===== src/rtl/hilo_muldiv_engine.sv =====
// hilo_muldiv_engine
//   Multi-cycle multiply/divide engine that owns the Hi/Lo register pair.
//   Handles MULT, MULTU, DIV and DIVU with one iteration per clock, plus
//   direct MTHI/MTLO writes.
//
//   Sequence: IDLE -> PREP -> RUN (WIDTH cycles) -> FIX -> DONE -> IDLE.
//   A start seen in DONE launches the next operation back to back.
//
// Ports
//   clk       rising-edge clock
//   reset     asynchronous, active-high reset
//   start     launch op/src_a/src_b (taken only while busy=0)
//   op        00 MULT, 01 MULTU, 10 DIV, 11 DIVU
//   src_a     multiplicand / dividend
//   src_b     multiplier / divisor
//   hi_wr     MTHI: hi <= wdata (taken only while busy=0)
//   lo_wr     MTLO: lo <= wdata (taken only while busy=0)
//   wdata     data for hi_wr / lo_wr
//   busy      high in PREP, RUN, FIX
//   done      one-cycle pulse in DONE
//   div_zero  pulses with done when a divide had a zero divisor
//   hi, lo    result registers (remainder/quotient or product high/low)
module hilo_muldiv_engine #(
    parameter int WIDTH = 32
) (
    input  logic             clk,
    input  logic             reset,
    input  logic             start,
    input  logic [1:0]       op,
    input  logic [WIDTH-1:0] src_a,
    input  logic [WIDTH-1:0] src_b,
    input  logic             hi_wr,
    input  logic             lo_wr,
    input  logic [WIDTH-1:0] wdata,
    output logic             busy,
    output logic             done,
    output logic             div_zero,
    output logic [WIDTH-1:0] hi,
    output logic [WIDTH-1:0] lo
);

    localparam int CW = $clog2(WIDTH) + 1;

    typedef enum logic [2:0] {
        S_IDLE,
        S_PREP,
        S_RUN,
        S_FIX,
        S_DONE
    } state_t;

    state_t state_reg, state_next;

    logic [1:0]         op_reg;
    logic [WIDTH-1:0]   a_reg;      // multiplicand, or dividend shifting out / quotient shifting in
    logic [WIDTH-1:0]   b_reg;
    logic [WIDTH-1:0]   rem_reg;
    logic [2*WIDTH-1:0] acc_reg;
    logic [CW-1:0]      cnt_reg;
    logic               sign_a_reg;
    logic               sign_b_reg;
    logic               div_zero_reg;
    logic [WIDTH-1:0]   hi_reg;
    logic [WIDTH-1:0]   lo_reg;

    logic               zero_div;
    logic               last_iter;
    logic [WIDTH:0]     rem_shift;
    logic [WIDTH:0]     rem_diff;
    logic [2*WIDTH-1:0] prod_fixed;
    logic [WIDTH-1:0]   quo_fixed;
    logic [WIDTH-1:0]   rem_fixed;

    assign busy     = (state_reg == S_PREP) || (state_reg == S_RUN) || (state_reg == S_FIX);
    assign done     = (state_reg == S_DONE);
    assign div_zero = (state_reg == S_DONE) && div_zero_reg;
    assign hi       = hi_reg;
    assign lo       = lo_reg;

    assign zero_div  = op_reg[1] && (b_reg == '0);
    assign last_iter = (cnt_reg == CW'(WIDTH - 1));

    always_comb begin
        rem_shift  = {rem_reg, a_reg[WIDTH-1]};
        // Both operands are below 2^(WIDTH+1) and rem_shift < 2*b, so the
        // top bit of the difference is a reliable borrow flag.
        rem_diff   = rem_shift - {1'b0, b_reg};
        prod_fixed = (sign_a_reg ^ sign_b_reg) ? -acc_reg : acc_reg;
        quo_fixed  = (sign_a_reg ^ sign_b_reg) ? -a_reg : a_reg;
        rem_fixed  = sign_a_reg ? -rem_reg : rem_reg;
    end

    always_comb begin
        state_next = state_reg;
        case (state_reg)
            S_IDLE:  if (start) state_next = S_PREP;
            S_PREP:  state_next = zero_div ? S_DONE : S_RUN;
            S_RUN:   if (last_iter) state_next = S_FIX;
            S_FIX:   state_next = S_DONE;
            S_DONE:  state_next = start ? S_PREP : S_IDLE;
            default: state_next = S_IDLE;
        endcase
    end

    always_ff @(posedge clk or posedge reset) begin
        if (reset) begin
            state_reg <= S_IDLE;
        end else begin
            state_reg <= state_next;
        end
    end

    always_ff @(posedge clk or posedge reset) begin
        if (reset) begin
            op_reg       <= '0;
            a_reg        <= '0;
            b_reg        <= '0;
            rem_reg      <= '0;
            acc_reg      <= '0;
            cnt_reg      <= '0;
            sign_a_reg   <= 1'b0;
            sign_b_reg   <= 1'b0;
            div_zero_reg <= 1'b0;
            hi_reg       <= '0;
            lo_reg       <= '0;
        end else begin
            // MTHI/MTLO apply whenever the engine is not busy, even when a
            // start is taken in the same cycle; the result overwrites later.
            if (!busy && hi_wr) hi_reg <= wdata;
            if (!busy && lo_wr) lo_reg <= wdata;

            case (state_reg)
                S_IDLE, S_DONE: begin
                    if (start) begin
                        op_reg       <= op;
                        a_reg        <= src_a;
                        b_reg        <= src_b;
                        div_zero_reg <= 1'b0;
                    end
                end
                S_PREP: begin
                    acc_reg <= '0;
                    rem_reg <= '0;
                    cnt_reg <= '0;
                    if (!op_reg[0]) begin
                        // Magnitude of -2^(WIDTH-1) is still representable unsigned.
                        sign_a_reg <= a_reg[WIDTH-1];
                        sign_b_reg <= b_reg[WIDTH-1];
                        a_reg      <= a_reg[WIDTH-1] ? -a_reg : a_reg;
                        b_reg      <= b_reg[WIDTH-1] ? -b_reg : b_reg;
                    end else begin
                        sign_a_reg <= 1'b0;
                        sign_b_reg <= 1'b0;
                    end
                    if (zero_div) div_zero_reg <= 1'b1;
                end
                S_RUN: begin
                    cnt_reg <= cnt_reg + 1'b1;
                    if (!op_reg[1]) begin
                        // MSB-first shift-add multiply.
                        acc_reg <= {acc_reg[2*WIDTH-2:0], 1'b0}
                                 + (a_reg[WIDTH-1] ? {{WIDTH{1'b0}}, b_reg} : '0);
                        a_reg   <= {a_reg[WIDTH-2:0], 1'b0};
                    end else begin
                        // Restoring division: dividend bits leave the top of
                        // a_reg while quotient bits enter at the bottom.
                        if (!rem_diff[WIDTH]) begin
                            rem_reg <= rem_diff[WIDTH-1:0];
                            a_reg   <= {a_reg[WIDTH-2:0], 1'b1};
                        end else begin
                            rem_reg <= rem_shift[WIDTH-1:0];
                            a_reg   <= {a_reg[WIDTH-2:0], 1'b0};
                        end
                    end
                end
                S_FIX: begin
                    if (op_reg[1]) begin
                        lo_reg <= quo_fixed;
                        hi_reg <= rem_fixed;
                    end else begin
                        hi_reg <= prod_fixed[2*WIDTH-1:WIDTH];
                        lo_reg <= prod_fixed[WIDTH-1:0];
                    end
                end
                default: ;
            endcase
        end
    end

endmodule


===== config.mk =====
export PLATFORM = sky130hd
export DESIGN_NAME = hilo_muldiv_engine
export DESIGN_NICKNAME = d
export VERILOG_FILES = /design/src/rtl/hilo_muldiv_engine.sv
export SDC_FILE = /design/constraint.sdc
export NUM_CORES = 1
export LEC_CHECK = 0
export ABC_AREA = 1
export CAP_MARGIN = 20
export CORE_MARGIN = 5
export CORE_UTILIZATION = 29
export DETAILED_ROUTE_END_ITERATION = 8
export PLACE_DENSITY = 0.45
export SETUP_SLACK_MARGIN = 0.1
export SLEW_MARGIN = 30
export SYNTH_ARGS = -nofsm -noshare
export SYNTH_HDL_FRONTEND = slang
export SYNTH_SLANG_ARGS = --single-unit
export TNS_END_PERCENT = 5

===== constraint.sdc =====
create_clock -name clk -period 10.3 [get_ports clk]
set_input_delay 3.09 -clock clk [delete_from_list [all_inputs] [get_ports clk]]
set_output_delay 3.09 -clock clk [all_outputs]
set_load 0.05 [all_outputs]

# Word level (Yosys, flattened, before mapping)
# Index checks and enable logic that the tools add are counted.
# word_totals
reg_bits	238
latch_bits	0
ramBits	0
rom_bits	0
input_bits	103
output_inout_bits	67
wordCells	96
mem_count	0
# op_classes
add_sub_neg	7
n_mul	0
div_mod_pow	0
n_lt_le_gt_ge	0
n_eq_ne	14
shifts	0
mux	36
bitwise_logic	1
reduce_logical	24
# op_table
cell	count
32-bit 2-to-1 mux	17
64-bit 2-to-1 mux	2
32-bit one-hot mux with 2 select lines	2
64-bit one-hot mux with 2 select lines	1
32-bit negation	3
32-bit one-hot mux with 3 select lines	1
64-bit by 32-bit adder with 64-bit output	1
64-bit negation	1
33-bit by 32-bit subtractor with 33-bit output	1
32-bit zero test	1
2-bit inequality test, second input constant	9
3-bit one-hot mux with 5 select lines	1
6-bit one-hot mux with 2 select lines	1
3-bit 2-to-1 mux	3
3-bit AND reduction	3
2-bit AND reduction	4
4-bit AND reduction	2
2-bit nonzero test	4
1-bit 2-to-1 mux	7
6-bit by 1-bit adder with 6-bit output, second input constant	1
3-bit by 2-bit equality test with 1-bit output, second input constant	2
6-bit by 5-bit equality test with 1-bit output, second input constant	1
1-bit logical AND	4
3-bit by 1-bit equality test with 1-bit output, second input constant	1
other kinds (8)	9

# Logic depth before layout (Yosys ltp)
# Gate-level depths: netlist of the first run.
# depth
ltp_word	7
depth_mapped	19
depth_no_buf	17

# Least setup slack after synthesis of the first run
# Ideal clock, no wire load.
# synth_path
path_kind	register -> output
start	register state_reg[1]
end	output port done
t_arrival_ns	1.422
required_time_ns	7.210
slack_ns	5.788
stages_incl_launch_ff	4
n_path_buf	0
cell_sequence	dfrtp_1 > nor2_1 > inv_1 > nor2_1
# synth_via
elab_chain_len	1
# synth_lines
element	line_no	text
start: declaration	52	state_t state_reg, state_next;
start signal: assignment	109	state_reg <= state_next;
3-bit equality test	75	assign done = (state_reg == S_DONE);
end: declaration	36	output logic done,
# Every way passes these cells.

# Final worst setup path of the first run
# layout_path
start	register state_reg[1]
end	output port div_zero
# layout_via
elab_chain_len	2
# layout_lines
element	line_no	text
3-bit equality test	76	assign div_zero = (state_reg == S_DONE) && div_zero_reg;
1-bit logical AND	76	
end: declaration	37	output logic div_zero,
# Every way passes these cells.

==> results of run 1 <==
## per-layer routing
layer / global-route usage (%) / part of all wire, %
met5: 0 / 0
met4: 8.81 / 3.9
met3: 2.79 / 4.8
met2: 41.8 / 46
met1: 35.5 / 45
## kinds of logic (layout without fill, tap and decap cells)
| kind of cell | count (synthesis) | count (layout) | synth area share, % |
|---|---|---|---|
| AO/OA/AOI/OAI | 616 | 616 | 16.0 |
| XOR/XNOR | 44 | 44 | 1.74 |
| adder cells (fa/ha/maj) | 72 | 72 | 4.13 |
| buffers and inverters | 562 | 677 | 9.96 |
| flip-flops | 238 | 238 | 26.9 |
| multiplexers | 1 | 1 | 0.0508 |
| AND/OR/NAND/NOR | 2196 | 2196 | 41.3 |
## worst reg2reg max path, stage by stage (launching register included)
cell and delay, ps:
dfrtp_1 360, buf_4 250, inv_1 530, nand2_1 200
nand2_4 90, buf_4 590, clkinv_1 550, buf_4 430
nor2_1 160, nor2_1 50, o311ai_0 690, a21oi_1 130
## report_power, final
group,leakage [nW],total (mW),internal [mW],switching (mW)
Sequential,2.98,1.79,1.29,0.502
Combinational,8.83,5.89,1.61,4.28
Clock,0.510,1.15,0.656,0.496
## metrics by stage
stage / utilization, % / power (mW) / worst slack [ps] / hold WS (ps)
after floorplan: - / 5.53 / 679 / 446
after global placement: 32.6 / 7.64 / 5050 / 469
after detailed placement: 32.6 / 7.65 / 5010 / 470
after CTS: 33.9 / 8.83 / 4830 / 484
after global routing: 33.9 / 9.51 / 4730 / 508
final: 33.9 / 8.84 / 4880 / 486
## cell type report
type	instances	area, sq um
sequential	238	5960
tap	978	1220
clock buffer	49	968
timing repair buffer	190	1860
fill	8601	50100
clock inverter	9	66.3
inverter	429	1620
multi-input combinational	2929	14000
## cell usage in the layout, fill, tap and decap left out, drive strengths merged, types with 29 or more instances in the layout
cell           count
a21oi            216
a22oi             37
a31oi             29
clkbuf            49
clkdlybuf4s50    169
dfrtp            238
ha                70
inv              428
nand2           1124
nand3            364
nand4             51
nor2             549
nor3              64
o21ai            248
o22ai             31
## final timing paths
kind | slack, ps | from | endpoint
worst max-delay path | 4880 | state_reg[1]$_DFFE_PP0P_ | div_zero
worst min-delay path | 490 | hi[2]$_DFFE_PP0P_ | hi[2]$_DFFE_PP0P_
worst max register to register | 6120 | sign_a_reg$_DFFE_PP0P_ | lo[8]$_DFFE_PP0P_
worst min register to register | 490 | hi[2]$_DFFE_PP0P_ | hi[2]$_DFFE_PP0P_
max in group asynchronous | 6070 | reset | op_reg[1]$_DFFE_PP0P_
min in group asynchronous | 3000 | reset | a_reg[20]$_DFFE_PP0P_
==> flow_metrics.tcl, run 1 <==
set metrics [dict create \
    synthTopCellsByArea "dfrtp_1 27%, nand2_1 19%, nor2_1 9.1%" \
    chipWidth_um 287 \
    cts_buffers 34 \
    crit_slowest_cell "clkdlybuf4s50_1" \
    synth_most_common_cell "nand2_1" \
    cts-root-buf "clkbuf_16" \
    cp_top_family "buffers and inverters" \
    endpoint_kind "output port" \
    cp_num_cells 3 \
    n_antenna_cell 0 \
    p_per_area_mw_per_mm2 343 \
    crit_buf_inv 1 \
    max_slew_margin_pct 41.0 \
    worst_hold_path_type "reg -> reg" \
    grt_pass1_wl_mm 160 \
    synth_area_sq_mm 0.0222 \
    cts.clk_slew.worst_paths_ps 60 \
    tightest_slew_ps 884 \
    clock_sink_count 238 \
    drt_iter0_markers 2390 \
    synth_seq_cells 238 \
    p_leak_nw 12.3 \
    fin_cells 4822 \
    port_buffers 169 \
    min_period_ps 5420 \
    path_cells "nor2_1, and3_1, clkdlybuf4s50_1" \
    whs_path_depth 2 \
    fmax_mhz 184 \
    crit_path_start_kind "flip-flop" \
    finalWirelength_mm 109 \
    dp.cells 4764 \
    yosys-top-cells-count "1118 x nand2_1, 535 x nor2_1, 416 x inv_1" \
    required_ps 7210 \
    stdcell_area_sq_mm 0.0257 \
    nNetsFinal 3997 \
    via_count 25300 \
    drtAntennaViolNets 0 \
    wl_per_cell_um 22.6 \
    grt.overflow.total 0 \
    place_area_sq_mm 0.0247 \
    drive_gt1_share_pct 3.59 \
    gp_congestion 0.974 \
    avgSynthCellArea_sq_um 5.95 \
    outcome "finished, final reports clean" \
    core_sq_mm 0.0758 \
    yosysUniqueCellTypes 57 \
    postCtsSetupBuffers 0 \
    fp.dieH_um 287 \
    synth_largest_area_cell "dfrtp_1" \
    ys_seq_area_share_pct 26.9 \
    dpl.hpwl_mm 87.0 \
    peakVddDrop_v 0.000139 \
    rr_worst_depth 11 \
    cpPeakStageDelay_ps 800 \
    start_util_pct 29.2 \
    final.period_utilization_pct 52.6 \
    via_per_inst 5.25 \
    fin_tns_setup_ps 0 \
    cts_tree "done" \
    synth_nets 3904 \
    drv_cap 0 \
    drc 0 \
    cts_max_path_buffers 3 \
    grt_max_degree 120 \
    rsz0062_at_grt "no" \
    htree_levels 2 \
    grt_pass1_vias 23900 \
    finalSetupViolations 0 \
    path_max_fanout 6 \
    grt_util_all_layers_pct 25.7 \
    worstPathArrival_ps 2330 \
    rows 101 \
    cts_resized 0 \
    largest_reg_flops 64 \
    synth_top_area_share_pct 26.9 \
    pin_count 170 \
    synth_edf_count 0 \
    synthCells 3729 \
    drt_pass1_iterations 6 \
    postSynth.asyncResetShare_pct 100 \
    insertion_delay_ps 570 \
    hold_buffers 0 \
    synthToLayoutAreaGrowth_pct 16.0 \
    die_area_sq_mm 0.0821 \
    synth_ff_type "dfrtp_1" \
    yosys_warnings 0 \
    skew_ps 35.0 \
    drv_slew 0 \
    hold_violations 0 \
    antenna_found_initial 0 \
    crit_type "reg -> out" \
]
(Power assumes the default switching activity.)
==> run 2, diff against run 1 <==
Settings changed: PLACE_DENSITY 0.45 to 0.47.
Clock period 10.3 ns to 4.4 ns, I/O delays scaled along.
==> flow_metrics.tcl, run 2 (synthesis gave the netlist of run 1 again) <==
set metrics [dict create \
    wl_met2_mm 49.6 \
    peakVddDrop_v 0.000455 \
    path_cells "nor2_1, inv_1, nor2_1, clkdlybuf4s50_1" \
    fill_cells 8555 \
    p_leak_nw 12.5 \
    die_area_sq_mm 0.0821 \
    skew_ps 25.3 \
    cts-root-buf "clkbuf_16" \
    p_per_area_mw_per_mm2 816 \
    synthToLayoutAreaGrowth_pct 17.5 \
    grt.overflow.total 0 \
    fin_cells 4835 \
    antenna_found_initial 0 \
    max_slew_margin_pct 40.5 \
    via_count 25300 \
    outcome "finished, final reports clean" \
    cpPeakStageDelay_ps 820 \
    hold_buffers 0 \
    drt_iter0_markers 2296 \
    grt_pass1_wl_mm 159 \
    wl_per_cell_um 22.5 \
    cts_resized 0 \
    crit_slowest_cell "clkdlybuf4s50_1" \
    mostFrequentLayoutCell "nand2_1" \
    dp.cells 4771 \
    fmax_mhz 268 \
    finalWirelength_mm 109 \
    n_antenna_cell 0 \
    rows 101 \
    cts_buffers 35 \
    crit_path_start_kind "flip-flop" \
    fp.dieH_um 287 \
    final.period_utilization_pct 84.7 \
    worst_hold_path_type "reg -> reg" \
    cp_top_family "buffers and inverters" \
    cts_tree "done" \
    drt_pass1_iterations 6 \
    postCtsSetupBuffers 0 \
    rsz0062_at_grt "no" \
    chipWidth_um 287 \
    htree_levels 2 \
    cp_common_cell "nor2_1" \
    via_per_inst 5.23 \
    port_buffers 169 \
    drive_gt1_share_pct 3.86 \
    crit_type "reg -> out" \
    clock_sink_count 238 \
    worstPathArrival_ps 2410 \
    grt_pass1_vias 24100 \
    nNetsFinal 4006 \
    min_period_ps 3730 \
    finalSetupViolations 0 \
    dr_wl_met3_mm 5.66 \
    core_sq_mm 0.0758 \
    grt_util_all_layers_pct 25.5 \
    drc 0 \
    drtAntennaViolNets 0 \
    drv_slew 0 \
    insertion_delay_ps 570 \
    endpoint_kind "output port" \
    dpl.hpwl_mm 87.0 \
    met1_length_mm 49.1 \
    top_layer "met4" \
    fin_util_pct 34.4 \
    required_ps 3080 \
    hold_violations 0 \
    path_max_fanout 6 \
    cts.clk_slew.worst_paths_ps 60 \
    tightest_slew_ps 892 \
    cts_max_path_buffers 3 \
    gp_congestion 0.986 \
    grt_max_degree 119 \
    dp_slack_ps 910 \
    pin_count 170 \
    start_util_pct 29.2 \
    drv_cap 0 \
    setup_slack_ps 674 \
    largest_reg_flops 64 \
    crit_buf_inv 2 \
    mostFrequentLayoutCells "1117 x nand2_1, 533 x nor2_1, 414 x inv_1" \
]
## run 2: cell type report
cell class	instances	area [sq um]	area share [%]
Clock buffer	56	1080	4.13
Clock inverter	7	150	0.576
Inverter	429	1620	6.20
Multi-Input combinational cell	2929	14000	53.8
Sequential cell	238	5960	22.9
Tap cell	978	1220	4.70
Timing Repair Buffer	198	2000	7.69
## run 2: path summary, 6_finish.rpt
path,from,endpoint,slack (ps),cells past startpoint
max in group asynchronous,reset,rem_reg[4]$_DFFE_PP0P_,2370,3
worst max register to register,a_reg[31]$_DFFE_PP0P_,acc_reg[27]$_DFFE_PP0P_,1160,13
min in group asynchronous,reset,a_reg[14]$_DFFE_PP0P_,1230,2
worst max-delay path,state_reg[1]$_DFFE_PP0P_,done,670,4
worst min register to register,div_zero_reg$_DFFE_PP0P_,div_zero_reg$_DFFE_PP0P_,480,2
worst min-delay path,div_zero_reg$_DFFE_PP0P_,div_zero_reg$_DFFE_PP0P_,480,2
## run 2: worst register-to-register path, cell delays in order (launching register included)
cell	delay, ps
dfrtp_1	340
buf_4	430
nand2_1	150
inv_1	210
ha_1	250
nand2_1	110
nor2_1	320
inv_1	130
nor4_1	480
nand2_1	90
nand2_1	240
a21oi_1	100
o21ai_0	140
o21ai_0	120
## run 2: where the power goes
group / total (mW) / leakage, nW / switching [mW] / internal (mW)
registers: 4.19 / 2.98 / 1.16 / 3.02
logic: 14.0 / 8.89 / 10.1 / 3.89
clock network: 3.11 / 0.601 / 1.20 / 1.92
total: 21.3 / 12.5 / 12.4 / 8.83
## run 2: through the flow
step	area, sq um	total power, mW	hold slack [ps]	setup TNS (ps)
floorplan	22200	13.0	446	-9480
global placement	24800	18.0	470	0
detailed placement	24800	18.0	471	0
CTS	26000	21.1	486	0
global route	26100	22.8	507	0
finish	26100	21.3	480	0
## run 2: routing by layer
| layer | up-vias | global-route usage (%) |
|---|---|---|
| li1 | 12400 | - |
| met1 | 11900 | 35.2 |
| met2 | 839 | 41.7 |
| met3 | 150 | 2.58 |
| met4 | 0 | 8.58 |
| met5 | - | 0 |
